==> src/rtl/lab3_seq_pkg.sv <==
// Shared types and sizes for the lab3 stimulus sequencer.
// Latency: none (declarations only).
// Backpressure: none.
package lab3_seq_pkg;

    typedef enum logic [1:0] {IDLE, DRIVE, DONE} seq_state_t;

    localparam int NVEC  = 8;
    localparam int RES_W = 2*NVEC;

endpackage

==> src/rtl/lab3_dwell_cnt.sv <==
// Dwell counter: counts 0..DWELL-1 while enabled; flags the last cycle of each dwell.
// Latency: last is combinational from the registered count, valid in the same cycle.
// Backpressure: none; clr has priority over en.
module lab3_dwell_cnt #(
    parameter int DWELL = 10
) (
    input  logic clk,
    input  logic rst,
    input  logic clr,
    input  logic en,
    output logic last
);

    localparam int              CW       = $clog2(DWELL+1);
    localparam logic [CW-1:0]   LAST_CNT = CW'(DWELL-1);

    logic [CW-1:0] cnt_q;
    logic [CW-1:0] cnt_d;

    // Next count: clear wins, otherwise advance while the sequencer is driving.
    always_comb begin
        cnt_d = cnt_q;
        if (clr) begin
            cnt_d = '0;
        end else if (en) begin
            cnt_d = cnt_q + 1'b1;
        end
    end

    // Count register.
    always_ff @(posedge clk or posedge rst) begin
        if (rst) begin
            cnt_q <= '0;
        end else begin
            cnt_q <= cnt_d;
        end
    end

    // With DWELL=1 the count stays at 0, so every enabled cycle is the last one.
    assign last = en && (cnt_q == LAST_CNT);

endmodule

==> src/rtl/lab3_stim_seq.sv <==
// Sweeps {a,b,c} through 000..111, holding each vector DWELL cycles, and captures {x,y}.
// Latency: busy/vector 000 one cycle after start; done 8*DWELL+1 cycles after start.
// Backpressure: none; start is only honoured in IDLE and is never queued.
module lab3_stim_seq
    import lab3_seq_pkg::*;
#(
    parameter int DWELL = 10
) (
    input  logic             clk,
    input  logic             rst,
    input  logic             start,
    input  logic             x,
    input  logic             y,
    output logic             a,
    output logic             b,
    output logic             c,
    output logic             busy,
    output logic             done,
    output logic [RES_W-1:0] results
);

    localparam logic [2:0] LAST_IDX = 3'(NVEC-1);

    if (DWELL < 1) begin : g_bad_dwell
        $error("lab3_stim_seq: DWELL must be at least 1");
    end

    seq_state_t       state_q;
    logic [2:0]       idx_q;
    logic [2:0]       abc_q;
    logic             busy_q;
    logic             done_q;
    logic [RES_W-1:0] results_q;

    logic             accept;
    logic             dwell_en;
    logic             dwell_clr;
    logic             dwell_last;

    assign accept    = (state_q == IDLE) && start;
    assign dwell_en  = (state_q == DRIVE);
    assign dwell_clr = accept || dwell_last;

    lab3_dwell_cnt #(
        .DWELL (DWELL)
    ) u_dwell (
        .clk  (clk),
        .rst  (rst),
        .clr  (dwell_clr),
        .en   (dwell_en),
        .last (dwell_last)
    );

    // Sweep FSM with registered stimulus, status and capture outputs.
    always_ff @(posedge clk or posedge rst) begin
        if (rst) begin
            state_q   <= IDLE;
            idx_q     <= '0;
            abc_q     <= '0;
            busy_q    <= 1'b0;
            done_q    <= 1'b0;
            results_q <= '0;
        end else begin
            done_q <= 1'b0;
            case (state_q)
                IDLE: begin
                    if (start) begin
                        results_q <= '0;
                        idx_q     <= '0;
                        abc_q     <= '0;
                        busy_q    <= 1'b1;
                        state_q   <= DRIVE;
                    end
                end
                DRIVE: begin
                    if (dwell_last) begin
                        // x,y have settled for a full dwell against the current vector.
                        results_q[{idx_q, 1'b0} +: 2] <= {x, y};
                        if (idx_q == LAST_IDX) begin
                            abc_q   <= '0;
                            busy_q  <= 1'b0;
                            done_q  <= 1'b1;
                            state_q <= DONE;
                        end else begin
                            idx_q <= idx_q + 3'd1;
                            abc_q <= idx_q + 3'd1;
                        end
                    end
                end
                DONE: begin
                    idx_q   <= '0;
                    state_q <= IDLE;
                end
                default: begin
                    state_q <= IDLE;
                end
            endcase
        end
    end

    assign {a, b, c} = abc_q;
    assign busy      = busy_q;
    assign done      = done_q;
    assign results   = results_q;

endmodule

==> config.mk <==
export PLATFORM = sky130hd
export DESIGN_NAME = lab3_stim_seq
export DESIGN_NICKNAME = d
export VERILOG_FILES = /design/src/rtl/lab3_seq_pkg.sv /design/src/rtl/lab3_dwell_cnt.sv /design/src/rtl/lab3_stim_seq.sv
export SDC_FILE = /design/constraint.sdc
export NUM_CORES = 1
export LEC_CHECK = 0
export CORE_MARGIN = 2
export CORE_UTILIZATION = 52
export DETAILED_ROUTE_END_ITERATION = 10
export PLACE_DENSITY = 0.9
export SYNTH_ARGS = -nofsm -noshare
export SYNTH_HDL_FRONTEND = slang
export SYNTH_SLANG_ARGS = --single-unit
==> constraint.sdc <==
create_clock -name clk -period 2.5 [get_ports clk]
set_input_delay 0.75 -clock clk [delete_from_list [all_inputs] [get_ports clk]]
set_output_delay 0.75 -clock clk [all_outputs]
set_load 0.005 [all_outputs]
* After elaboration in Yosys (flattened, before gate mapping) *
Index checks and enable logic that the tools add are counted.

word-level totals
  flip-flop bits (word level) = 30
  input port bits = 5
  output and inout port bits = 21
  word-level logic and storage cells = 55

operators by class
  $add $sub $neg = 3
  equal/unequal tests = 8
  shifts and indexed selects = 2
  multiplexer cells = 24
  reduce and logical (&&, ||, !) cells = 11

operators with widths
  cell                      number
  $mux W16                  2
  $pmux W16 S2              1
  $bwmux W16                1
  $shift A2 B6 Y16 const A  1
  $shiftx A2 B6 Y16         1
  $mux W3                   5
  $pmux W3 S3               1
  $mux W4                   2
  $ne A2 B2 Y1 const B      4
  $reduce_and A4 Y1         2
  $mux W1                   6
  $mux W2                   3
  $neg A4 Y6                1
  $pmux W3 S2               1
  $reduce_and A3 Y1         2
  $add A4 B1 Y4 const B     1
  $eq A4 B4 Y1 const B      1
  $pmux W2 S2               1
  $reduce_bool A2 Y1        2
  $add A3 B1 Y3 const B     1
  $eq A3 B3 Y1 const B      1
  $reduce_bool A3 Y1        1
  $eq A2 B1 Y1 const B      1
  $eq A2 B2 Y1 const B      1
  other kinds (4)           5

* Depth between registers and ports, before layout *
Gate-level depths: netlist of run 1.

  depth after elaboration = 5
  gate-level depth with buffers = 7
  mapped depth without buffers = 7

* By module *
A second synthesis of run 1 with hierarchy kept.

second synthesis, totals
  cells, all modules = 148
  area total of the unflattened synthesis = 1,591.5 sq um

by module, submodules not included
  module          instances  cells an instance  area each (sq um)  seq. area each (sq um)
  lab3_stim_seq   1          127                1,345.0            650.6
  lab3_dwell_cnt  1          21                 246.5              100.1

* Least setup slack after synthesis of run 1 *
OpenSTA, ideal clock, no wires.

  kind = reg2reg
  start = register idx_q[0]
  end = register results_q[0] (netlist: results[0])
  library setup time = 0.122 ns
  arrival = 1.608 ns
  data required time = 2.378 ns
  path slack = 0.770 ns
  stages on the path, launching flop included = 8
  buffers on the path = 0
  period minus slack after synthesis = 1.730 ns
  cell sequence = dfrtp_1 > inv_1 > ha_1 > ha_1 > nor2_1 > nand4_1 > a21o_4 > o2bb2ai_1

between the ends
  cells in the longest elaborated chain, start to end = 5
  elaborated cells on any way between the ends = 6
  classes of those cells = 1 x add/sub; 2 x shift; 3 x mux

ends and longest elaborated chain
  item                                                          RTL line             source
  start: declaration                                            lab3_stim_seq.sv:29  logic [2:0] idx_q;
  start signal: assignment                                      lab3_stim_seq.sv:85  idx_q <= idx_q + 3'd1;
  $neg A4 Y6 (*)                                                lab3_stim_seq.sv:78  results_q[{idx_q, 1'b0} +: 2] <= {x, y};
  $shiftx A2 B6 Y16 / $shift A2 B6 Y16 (equally long branches)  lab3_stim_seq.sv:78
  $bwmux W16 (*)                                                lab3_stim_seq.sv:78
  $mux W16 (*)                                                  lab3_stim_seq.sv:76  if (dwell_last) begin
  $pmux W16 S2 (*)                                              lab3_stim_seq.sv:65  case (state_q)
  end signal: indexed assignment                                lab3_stim_seq.sv:78
  end: declaration                                              lab3_stim_seq.sv:33  logic [RES_W-1:0] results_q;

Mark *: on every way between the ends. The rest lies on a longest branch, timed or not. The select of a mux whose other input is x is not followed.
A chain may end at the register's enable or synchronous reset.

* Final worst setup path of run 1 *
  start = register results_q[2] (netlist: results[2])
  end = output results[2]

RTL lines
  item              RTL line             source
  end: declaration  lab3_stim_seq.sv:19  output logic [RES_W-1:0] results

No word-level cell between the ends.

==> impl_metrics.ini, run 1 <==
[logic_synthesis]
synth-main-ff-cell = dfrtp_1
yosysWarnings = 0
yosysTopAreaCellShare_pct = 49.6
synth_top_cell_by_area = dfrtp_1
ys_types = 39
synth_area_per_cell_um2 = 10.4
synth_area_mm2 = 0.00151
mappedNetlistNets = 158
proportion_of_register_bits_with_asynchronous_set_or_reset_after_synthesis_pct = 100
synth_edf_count = 0
synthTopCellsByCount = dfrtp_1 (30), nand2_1 (19), inv_1 (11), o2bb2ai_1 (8)
postSynthRegisterBits = 30
synth.yosys.seq_area_share_pct = 49.6
most_instantiated_library_cell_after_synthesis = dfrtp_1
syn-instance-count = 146
synth_top_cells_by_area = dfrtp_1 (50%), ha_1 (5.8%), nand2_1 (4.7%)

[setup_path]
critical-path-max-stage-delay_ns = 0.52
crit_path_max_fanout = 3
critical_path.slowest_cell = clkdlybuf4s50_1
setup.worst_path.start_class = flop
crit_buf_inv = 1
worstReg2RegEnd = results[1]$_DFFE_PP0P_
endpoint = results[2]
reg2reg_depth = 7
critPathLaunch = results[2]$_DFFE_PP0P_
worst_ep_required_ns = 1.75
critical-path-top-delay-family = buffers and inverters
crit_type = flop to output pin
cp_data_arrival_time_ns = 1.25
worstReg2RegStart = idx_q[0]$_DFFE_PP0P_
reg2reg_setup_slack_ns = 0.54
cp.depth = 1
setup_crit_end_kind = output pin
crit_chain = clkdlybuf4s50_1

[outcome]
outcome = completed

[grt]
grt_usage_pct = 20.3
grt_antenna_before_repair = 0
grt_pass1_vias = 1180
global_route_wire_length_before_repair_um = 5100
grt-ovfl-total = 0
grt_start_max_net_pins = 31

[die]
die_width_um = 58.0
dieHeight_um = 58.0
rows = 19
floorplan.die_area_mm2 = 0.00336
core_region_area_mm2 = 0.00276
floorplan.initialDensity_pct = 54.9
io-pin-count = 26

[detailed_routing]
met1_length_um = 1410
top_signal_layer_used = met4
wl_met3_um = 139
detail_route.drc_violations = 0
final_antenna_net_count = 0
routed-via-count = 1205
routed_wl_um = 3090
routed-wl-met2_um = 1490
drt_iter0_markers = 43
wire_per_inst_um = 14.9
drtPass1Iterations = 4
via_per_inst = 5.82

[sta]
report.final.slew_viol_count = 0
final_worst_path_period_share_pct = 80.0
max-slew-margin-rel_pct = 67.6
worst_clock_skew_ns = 0.00566
final-setup-viol-count = 0
finalHoldViolCount = 0
grt_setup_unrepaired = no
tightestPinTransition_ns = 0.486
achievable-frequency_ghz = 0.500
fin_tns_setup_ns = 0
finalWorstPathRequiredPeriod_ns = 2.00

[job]
cap_violations = 0

[placed_design]
dpl.hpwl_um = 2240
placedInstanceArea_mm2 = 0.00179
port-buffer-count = 25
routabilityCongestion = 0.880

[clock_network]
cts_resized = 0
clk_transition_reported_paths_ns = 0.08
clock_tree_root_driver_cell = clkbuf_4
cts_max_level = 2
postCtsSetupBuffers = 0
cts_tree = yes
cts_hold_buffers = 0
clock-sinks = 30
clock_path_buffers = 2
cts_made_buffers = 5
clock_insertion_delay_worst_skew_ns = 0.33

[layout]
synthToLayoutAreaGrowth_pct = 21.4
nets = 188
design_area_mm2 = 0.00184
drive_gt1_share_pct = 10.8
antennaDiodeCount = 0
filler_cell_count = 217

[pwr]
total_leakage_power_nw = 0.786
peakVddDrop_mv = 0.677
power_density_mw_per_mm2 = 1080

[worst_hold_path]
hold_path_startpoint = abc_q[2]$_DFFE_PP0P_
holdCritPathClass = flop to flop
registers in the layout, indices dropped and copies added (netlist names):
signal	cells
idx_q	3
abc_q	3
done	1
u_dwell.cnt_q	4
results	16
state_q	2
busy	1
stage by stage:
step | power [mW] | util [%] | cells | hold slack (ns) | worst slack (ns)
floorplan | 1.36 | - | 146 | 0.469 | 0.770
global placement | 1.69 | 65.0 | 200 | 0.466 | 0.363
detailed placement | 1.74 | 65.0 | 200 | 0.473 | 0.327
CTS | 2.01 | 66.7 | 207 | 0.496 | 0.492
global route | 2.14 | 66.7 | 207 | 0.517 | 0.434
finish | 1.99 | 66.7 | 207 | 0.494 | 0.501
report_power, final:
group	switching, mW	internal [mW]	total, mW
logic	0.432	0.489	0.920
clock network	0.150	0.106	0.255
registers	0.151	0.666	0.817
cells in the final DEF (no fill, tap or decap), types with 4 or more instances in the layout:
cell type        netlist  layout
inv_1                 11      11
nand2_1               19      19
nand4_1                5       5
nand3_1                4       4
nor2_1                 7       7
clkbuf_4               0       5
o22ai_1                6       6
o21ai_0                5       5
o2bb2ai_1              8       8
ha_1                   7       7
clkdlybuf4s50_1        0      25
nor2b_1                5       5
dfrtp_1               30      30
worst min path at each step:
stage / endpoint / slack (ns) / depth (start not counted)
floorplan: abc_q[1]$_DFFE_PP0P_ / 0.47 / 2
global placement: abc_q[1]$_DFFE_PP0P_ / 0.47 / 2
detailed placement: results[5]$_DFFE_PP0P_ / 0.47 / 1
CTS: abc_q[1]$_DFFE_PP0P_ / 0.50 / 2
global route: results[8]$_DFFE_PP0P_ / 0.52 / 1
finish: abc_q[2]$_DFFE_PP0P_ / 0.49 / 2
area by class of cell:
type / count / area (µm²) / share of cell area (%)
clock buffer: 7 / 45.0 / 2.45
inverter: 12 / 45.0 / 2.45
multi-input combinational: 100 / 693 / 37.7
sequential: 30 / 751 / 40.8
tap: 31 / 38.8 / 2.11
timing repair buffer: 27 / 265 / 14.4
per-layer routing:
metal | vias up | global-route usage [%]
met1 | 588 | 26.3
met5 | - | 0
li1 | 576 | -
met4 | 0 | 9.97
met2 | 35 | 30.4
met3 | 6 | 7.14
cell families after synthesis:
group / count (synthesis) / synth area share, %
buffers and inverters: 16 / 4.63
AND/OR/NAND/NOR: 54 / 19.8
XOR/XNOR: 3 / 1.74
flip-flops: 30 / 49.6
AO/OA/AOI/OAI: 36 / 18.5
adder cells (fa/ha/maj): 7 / 5.78
No activity file was read; power rests on OpenSTA's default activity.
==> run 2, diff against run 1 <==
--- a/config.mk
+++ b/config.mk
@@ -6,9 +6,9 @@
 export NUM_CORES = 1
 export LEC_CHECK = 0
 export CORE_MARGIN = 2
-export CORE_UTILIZATION = 52
+export CORE_UTILIZATION = 47
 export DETAILED_ROUTE_END_ITERATION = 10
-export PLACE_DENSITY = 0.9
+export PLACE_DENSITY = 0.86
 export SYNTH_ARGS = -nofsm -noshare
 export SYNTH_HDL_FRONTEND = slang
 export SYNTH_SLANG_ARGS = --single-unit
==> constraint.sdc (replaced) <==
create_clock -name clk -period 1.8 [get_ports clk]
set_input_delay 0.54 -clock clk [delete_from_list [all_inputs] [get_ports clk]]
set_output_delay 0.54 -clock clk [all_outputs]
set_load 0.005 [all_outputs]
==> run 2 against run 1 <==
Total power grew 50%. Count of clock-buffer cells in the layout down 1. Core utilization is 2.2 points lower. Final area increased by 7.1%. Die area grew 9.9%. Combinational power grew 62%. Global-route usage shrank 0.83 points. Non-clock buffer count rose by 11. Register-to-register slack worse by 0.47 ns. First-iteration DRC count shrank 12%. Largest cell class unchanged.
==> impl_metrics.ini, run 2 (same netlist as run 1, synthesis figures left out) <==
[pwr]
total_switching_power_mw = 1.08
internal_power_mw = 1.91
peakVddDrop_mv = 0.782
seq_power_share_pct = 37.4
swShare_pct = 36.1
comb_power_share_pct = 49.9
report.power.total_mw = 2.99
clock_power_share_pct = 12.8
power_density_mw_per_mm2 = 1520
total_leakage_power_nw = 0.843

[layout]
largest_reg_flops = 16
drive_gt1_share_pct = 19.9
synthToLayoutAreaGrowth_pct = 30.0
mostFrequentLayoutCells = dfrtp_1 (30), clkdlybuf4s50_1 (24), nand2_1 (19), buf_4 (13), inv_1 (11)
post_layout_nonfiller_instances = 230
nets = 199
most_common_cell_after_layout_fill_and_taps_aside = dfrtp_1
antennaDiodeCount = 0

[detailed_routing]
final_antenna_net_count = 0
top_signal_layer_used = met4
detail_route.drc_violations = 0
wl_met3_um = 131
routed-via-count = 1252
via_per_inst = 5.44
drt_iter0_markers = 38
wire_per_inst_um = 14.0
drtPass1Iterations = 4
routed-wl-met2_um = 1640
met1_length_um = 1390
routed_wl_um = 3220

[clock_network]
clk_transition_reported_paths_ns = 0.08
cts_tree = yes
clock_insertion_delay_worst_skew_ns = 0.32
cts_made_buffers = 5
clock-sinks = 30
cts_hold_buffers = 0
clock_path_buffers = 2
cts_max_level = 2
clock_tree_root_driver_cell = clkbuf_4

[sta]
achievable-frequency_ghz = 0.570
max-slew-margin-rel_pct = 72.4
final_worst_path_period_share_pct = 97.5
final-setup-viol-count = 0
tightestPinTransition_ns = 0.412
finalWorstPathRequiredPeriod_ns = 1.76
setup_ws_ns = 0.0448
finalHoldViolCount = 0
report.final.slew_viol_count = 0
grt_setup_unrepaired = yes
worst_clock_skew_ns = 0.00266

[grt]
grt_usage_pct = 19.5
grt_pass1_vias = 1208
grt-ovfl-total = 0
global_route_wire_length_before_repair_um = 5310
grt_antenna_before_repair = 0
grt_start_max_net_pins = 31

[placed_design]
place_inst = 221
port-buffer-count = 25
routabilityCongestion = 0.863
dpl.hpwl_um = 2330
worst_setup_slack_before_clock_tree_synthesis_ns = -0.0973

[setup_path]
setup_crit_end_kind = output pin
reg2reg_setup_slack_ns = 0.07
critical_path.slowest_cell = clkdlybuf4s50_1
cp_data_arrival_time_ns = 1.22
worst_ep_required_ns = 1.26
reg2reg_depth = 7
worstReg2RegEnd = results[8]$_DFFE_PP0P_
critical-path-top-delay-family = buffers and inverters
crit_path_max_fanout = 3
crit_buf_inv = 1
critical-path-max-stage-delay_ns = 0.52
crit_chain = clkdlybuf4s50_1
worstReg2RegStart = idx_q[0]$_DFFE_PP0P_
setup.worst_path.start_class = flop
crit_type = flop to output pin

[worst_hold_path]
hold_path_startpoint = abc_q[1]$_DFFE_PP0P_
hold_path_end = abc_q[1]$_DFFE_PP0P_
worst_hold_path.num_cells = 2
holdCritPathClass = flop to flop

[die]
die_width_um = 60.8
floorplan.initialDensity_pct = 49.6
io-pin-count = 26
rows = 20
dieHeight_um = 60.8
floorplan.die_area_mm2 = 0.00369
core_region_area_mm2 = 0.00305

[job]
cap_violations = 0

[outcome]
outcome = completed
run 2: changes by cell type in the layout (fill, tap and decap cells not counted), sizes merged:
cell           previous run  this run
buf                       2        13
clkbuf                    7         6
clkdlybuf4s50            25        24
dlymetal6s2s              0         1
run 2: routing by layer:
metal / vias to the layer above / track usage [%]
li1: 600 / -
met1: 616 / 23.6
met2: 30 / 33.3
met3: 6 / 2.99
met4: 0 / 10.2
met5: - / 0
run 2: power by group through the flow:
stage	combinational (mW)	sequential, mW	clock [mW]
final	1.49	1.12	0.381
after global routing	1.63	1.15	0.415
after CTS	1.41	1.12	0.391
after detailed placement	1.36	1.14	0
after global placement	1.29	1.12	0
after floorplan	0.766	1.12	0
run 2: worst max path at each step:
stage,end,startpoint,slack (ns),cells past startpoint
final,busy,busy$_DFFE_PP0P_,0.04,1
after detailed placement,results[8]$_DFFE_PP0P_,start,-0.1,5
after global placement,results[0]$_DFFE_PP0P_,start,-0.06,5
after CTS,results[3],results[3]$_DFFE_PP0P_,0.02,1
after global routing,results[5]$_DFFE_PP0P_,idx_q[0]$_DFFE_PP0P_,-0.001,7
after floorplan,results[0]$_DFFE_PP0P_,idx_q[0]$_DFFE_PP0P_,0.07,7
run 2: metrics by stage:
stage                TNS, ns  hold slack [ns]  utilization [%]  area, µm²
global route        -0.00139            0.498             64.5       1970
detailed placement    -0.971            0.463             61.2       1870
global placement      -0.442            0.458             61.2       1870
finish                     0            0.474             64.5       1970
CTS                        0            0.483             63.4       1940
floorplan                  0            0.469                -       1510
run 2: repair_timing:
item                       CTS  global route
setup endpoints to repair    7            13
resized for setup            0             7
setup buffers                2             1
run 2: area by class of cell:
type,instances,area [µm²]
inverter,12,45.0
sequential,30,751
fill,245,1080
timing repair buffer,38,350
clock buffer,6,51.3
multi-input combinational,100,716
tap,44,55.1
==> run 3, diff against run 2 <==
--- a/config.mk
+++ b/config.mk
@@ -5,7 +5,7 @@
 export SDC_FILE = /design/constraint.sdc
 export NUM_CORES = 1
 export LEC_CHECK = 0
-export CORE_MARGIN = 2
+export CORE_MARGIN = 4
 export CORE_UTILIZATION = 47
 export DETAILED_ROUTE_END_ITERATION = 10
 export PLACE_DENSITY = 0.86
==> run 3 against run 2 <==
Final cell count increased by 2.2%. Final area increased by 2.8%. Wire length grew 8.7%. First-iteration DRC count did not move. Core utilization up 1.3 points. Setup slack lost 0.0081 ns. Register-to-register slack worse by 0.02 ns. Sequential share of layout area is 1.0 points lower. Die area is 14% higher. Largest power group unchanged.
==> impl_metrics.ini, run 3 (same netlist as run 1, synthesis figures left out) <==
[detailed_routing]
drtPass1Iterations = 6
via_per_inst = 5.47
routed-via-count = 1286
detail_route.drc_violations = 0
wire_per_inst_um = 14.9
routed_wl_um = 3500
drt_iter0_markers = 38
final_antenna_net_count = 0

[sta]
grt_setup_unrepaired = yes
final_worst_path_period_share_pct = 98.0
worst_clock_skew_ns = 0.0100
setup_ws_ns = 0.0367
achievable-frequency_ghz = 0.567
fin_tns_setup_ns = 0
tightestPinTransition_ns = 0.456
finalHoldViolCount = 0
finalWorstPathRequiredPeriod_ns = 1.76
max-slew-margin-rel_pct = 69.4
final-setup-viol-count = 0
report.final.slew_viol_count = 0

[job]
cap_violations = 0

[grt]
grt_antenna_before_repair = 0
grt_pass1_vias = 1311
gr-usage-met1_pct = 22.0
global_routing_met3_resource_utilization_pct = 4.16
grt_most_used_layer = met2
global_route_wire_length_before_repair_um = 5900
grt_util_met2_pct = 31.4
grt_usage_pct = 18.7
grt-ovfl-total = 0
grt_start_max_net_pins = 31

[die]
io-pin-count = 26
core_region_area_mm2 = 0.00308
floorplan.initialDensity_pct = 49.2
die_width_um = 64.8
floorplan.die_area_mm2 = 0.00419
dieHeight_um = 64.8
rows = 20

[layout]
design_area_mm2 = 0.00202
nets = 202
most_common_cell_after_layout_fill_and_taps_aside = dfrtp_1
largest_reg_flops = 16
drive_gt1_share_pct = 21.5
mostFrequentLayoutCells = dfrtp_1 (30), clkdlybuf4s50_1 (23), nand2_1 (19), buf_4 (16), inv_1 (11)
synthToLayoutAreaGrowth_pct = 33.6
antennaDiodeCount = 0

[clock_network]
clock-sinks = 30
cts_max_level = 2
cts_tree = yes
clock_insertion_delay_worst_skew_ns = 0.34
cts_made_buffers = 5
clk_transition_reported_paths_ns = 0.09
clock_tree_root_driver_cell = clkbuf_4
clock_path_buffers = 2

[placed_design]
dpl.hpwl_um = 2470
placedInstanceArea_mm2 = 0.00190
worst_setup_slack_before_clock_tree_synthesis_ns = -0.136
routabilityCongestion = 0.836
port-buffer-count = 25

[setup_path]
crit_path_max_fanout = 2
cp_data_arrival_time_ns = 1.22
setup_crit_end_kind = output pin
critical-path-top-delay-family = buffers and inverters
crit_chain = clkdlybuf4s50_1
critical-path-max-stage-delay_ns = 0.51
setup.worst_path.start_class = flop
crit_buf_inv = 1
crit_type = flop to output pin
worst_ep_required_ns = 1.26
critical_path.slowest_cell = clkdlybuf4s50_1

[pwr]
peakVddDrop_mv = 0.756
total_leakage_power_nw = 0.873
power_density_mw_per_mm2 = 1570

[outcome]
outcome = completed

[worst_hold_path]
holdCritPathClass = flop to flop
## run 3: changes by cell type in the layout (fill, tap and decap cells not counted), sizes merged
cell           before  now
buf                13   16
clkbuf              6    8
clkdlybuf4s50      24   23
dlymetal6s2s        1    2
## run 3: area by class of cell
| class | instances | area, µm² |
|---|---|---|
| inverters | 12 | 45.0 |
| clock buffers | 8 | 78.8 |
| multi-input cells | 100 | 718 |
| fillers | 227 | 1050 |
| flip-flops and latches | 30 | 751 |
| repair buffers | 41 | 375 |
| well taps | 44 | 55.1 |
## run 3: where the power goes
group | total (mW) | switching [mW] | internal, mW | leakage, nW
Sequential | 1.11 | 0.187 | 0.925 | 0.371
Clock | 0.497 | 0.230 | 0.267 | 0.0446
Combinational | 1.56 | 0.718 | 0.843 | 0.458
Total | 3.17 | 1.14 | 2.03 | 0.873
## run 3: repair_timing
action / in CTS / in global routing
setup buffers: 0 / 2
hold endpoints to repair: 0 / 0
setup endpoints to repair: 0 / 15
hold buffers: 0 / 0
gates resized for setup: 0 / 8
## run 3: layer usage
layer | wire [µm] | vias up
met1 | 1490 | 635
met5 | 0 | -
met4 | 71 | 0
met3 | 179 | 9
li1 | - | 603
met2 | 1760 | 39
## run 3: metrics by stage
stage,util (%),instances,power (mW),hold slack (ns)
floorplan,-,146,1.89,0.469
global placement,61.7,225,2.48,0.459
detailed placement,61.7,225,2.56,0.473
CTS,64.3,233,3.07,0.497
global route,65.7,235,3.38,0.514
finish,65.7,235,3.17,0.492
## run 3: path summary, 6_finish.rpt
| check | start | cells after the start | endpoint | slack, ns |
|---|---|---|---|---|
| max in group asynchronous | rst | 3 | results[14]$_DFFE_PP0P_ | 0.96 |
| min in group asynchronous | rst | 3 | results[13]$_DFFE_PP0P_ | 0.55 |
| worst min register to register | results[1]$_DFFE_PP0P_ | 1 | results[1]$_DFFE_PP0P_ | 0.49 |
| worst max register to register | idx_q[0]$_DFFE_PP0P_ | 8 | results[14]$_DFFE_PP0P_ | 0.05 |
| worst min-delay path | results[1]$_DFFE_PP0P_ | 1 | results[1]$_DFFE_PP0P_ | 0.49 |
| worst max-delay path | results[4]$_DFFE_PP0P_ | 1 | results[4] | 0.04 |
## run 3: worst register-to-register path, stage by stage, from the launching register on
cell and delay, ns:
dfrtp_1 0.39, inv_1 0.07, ha_1 0.25, ha_1 0.22, nor2b_1 0.15, buf_4 0.14
nand2_1 0.11, a21oi_2 0.18, o22ai_1 0.11
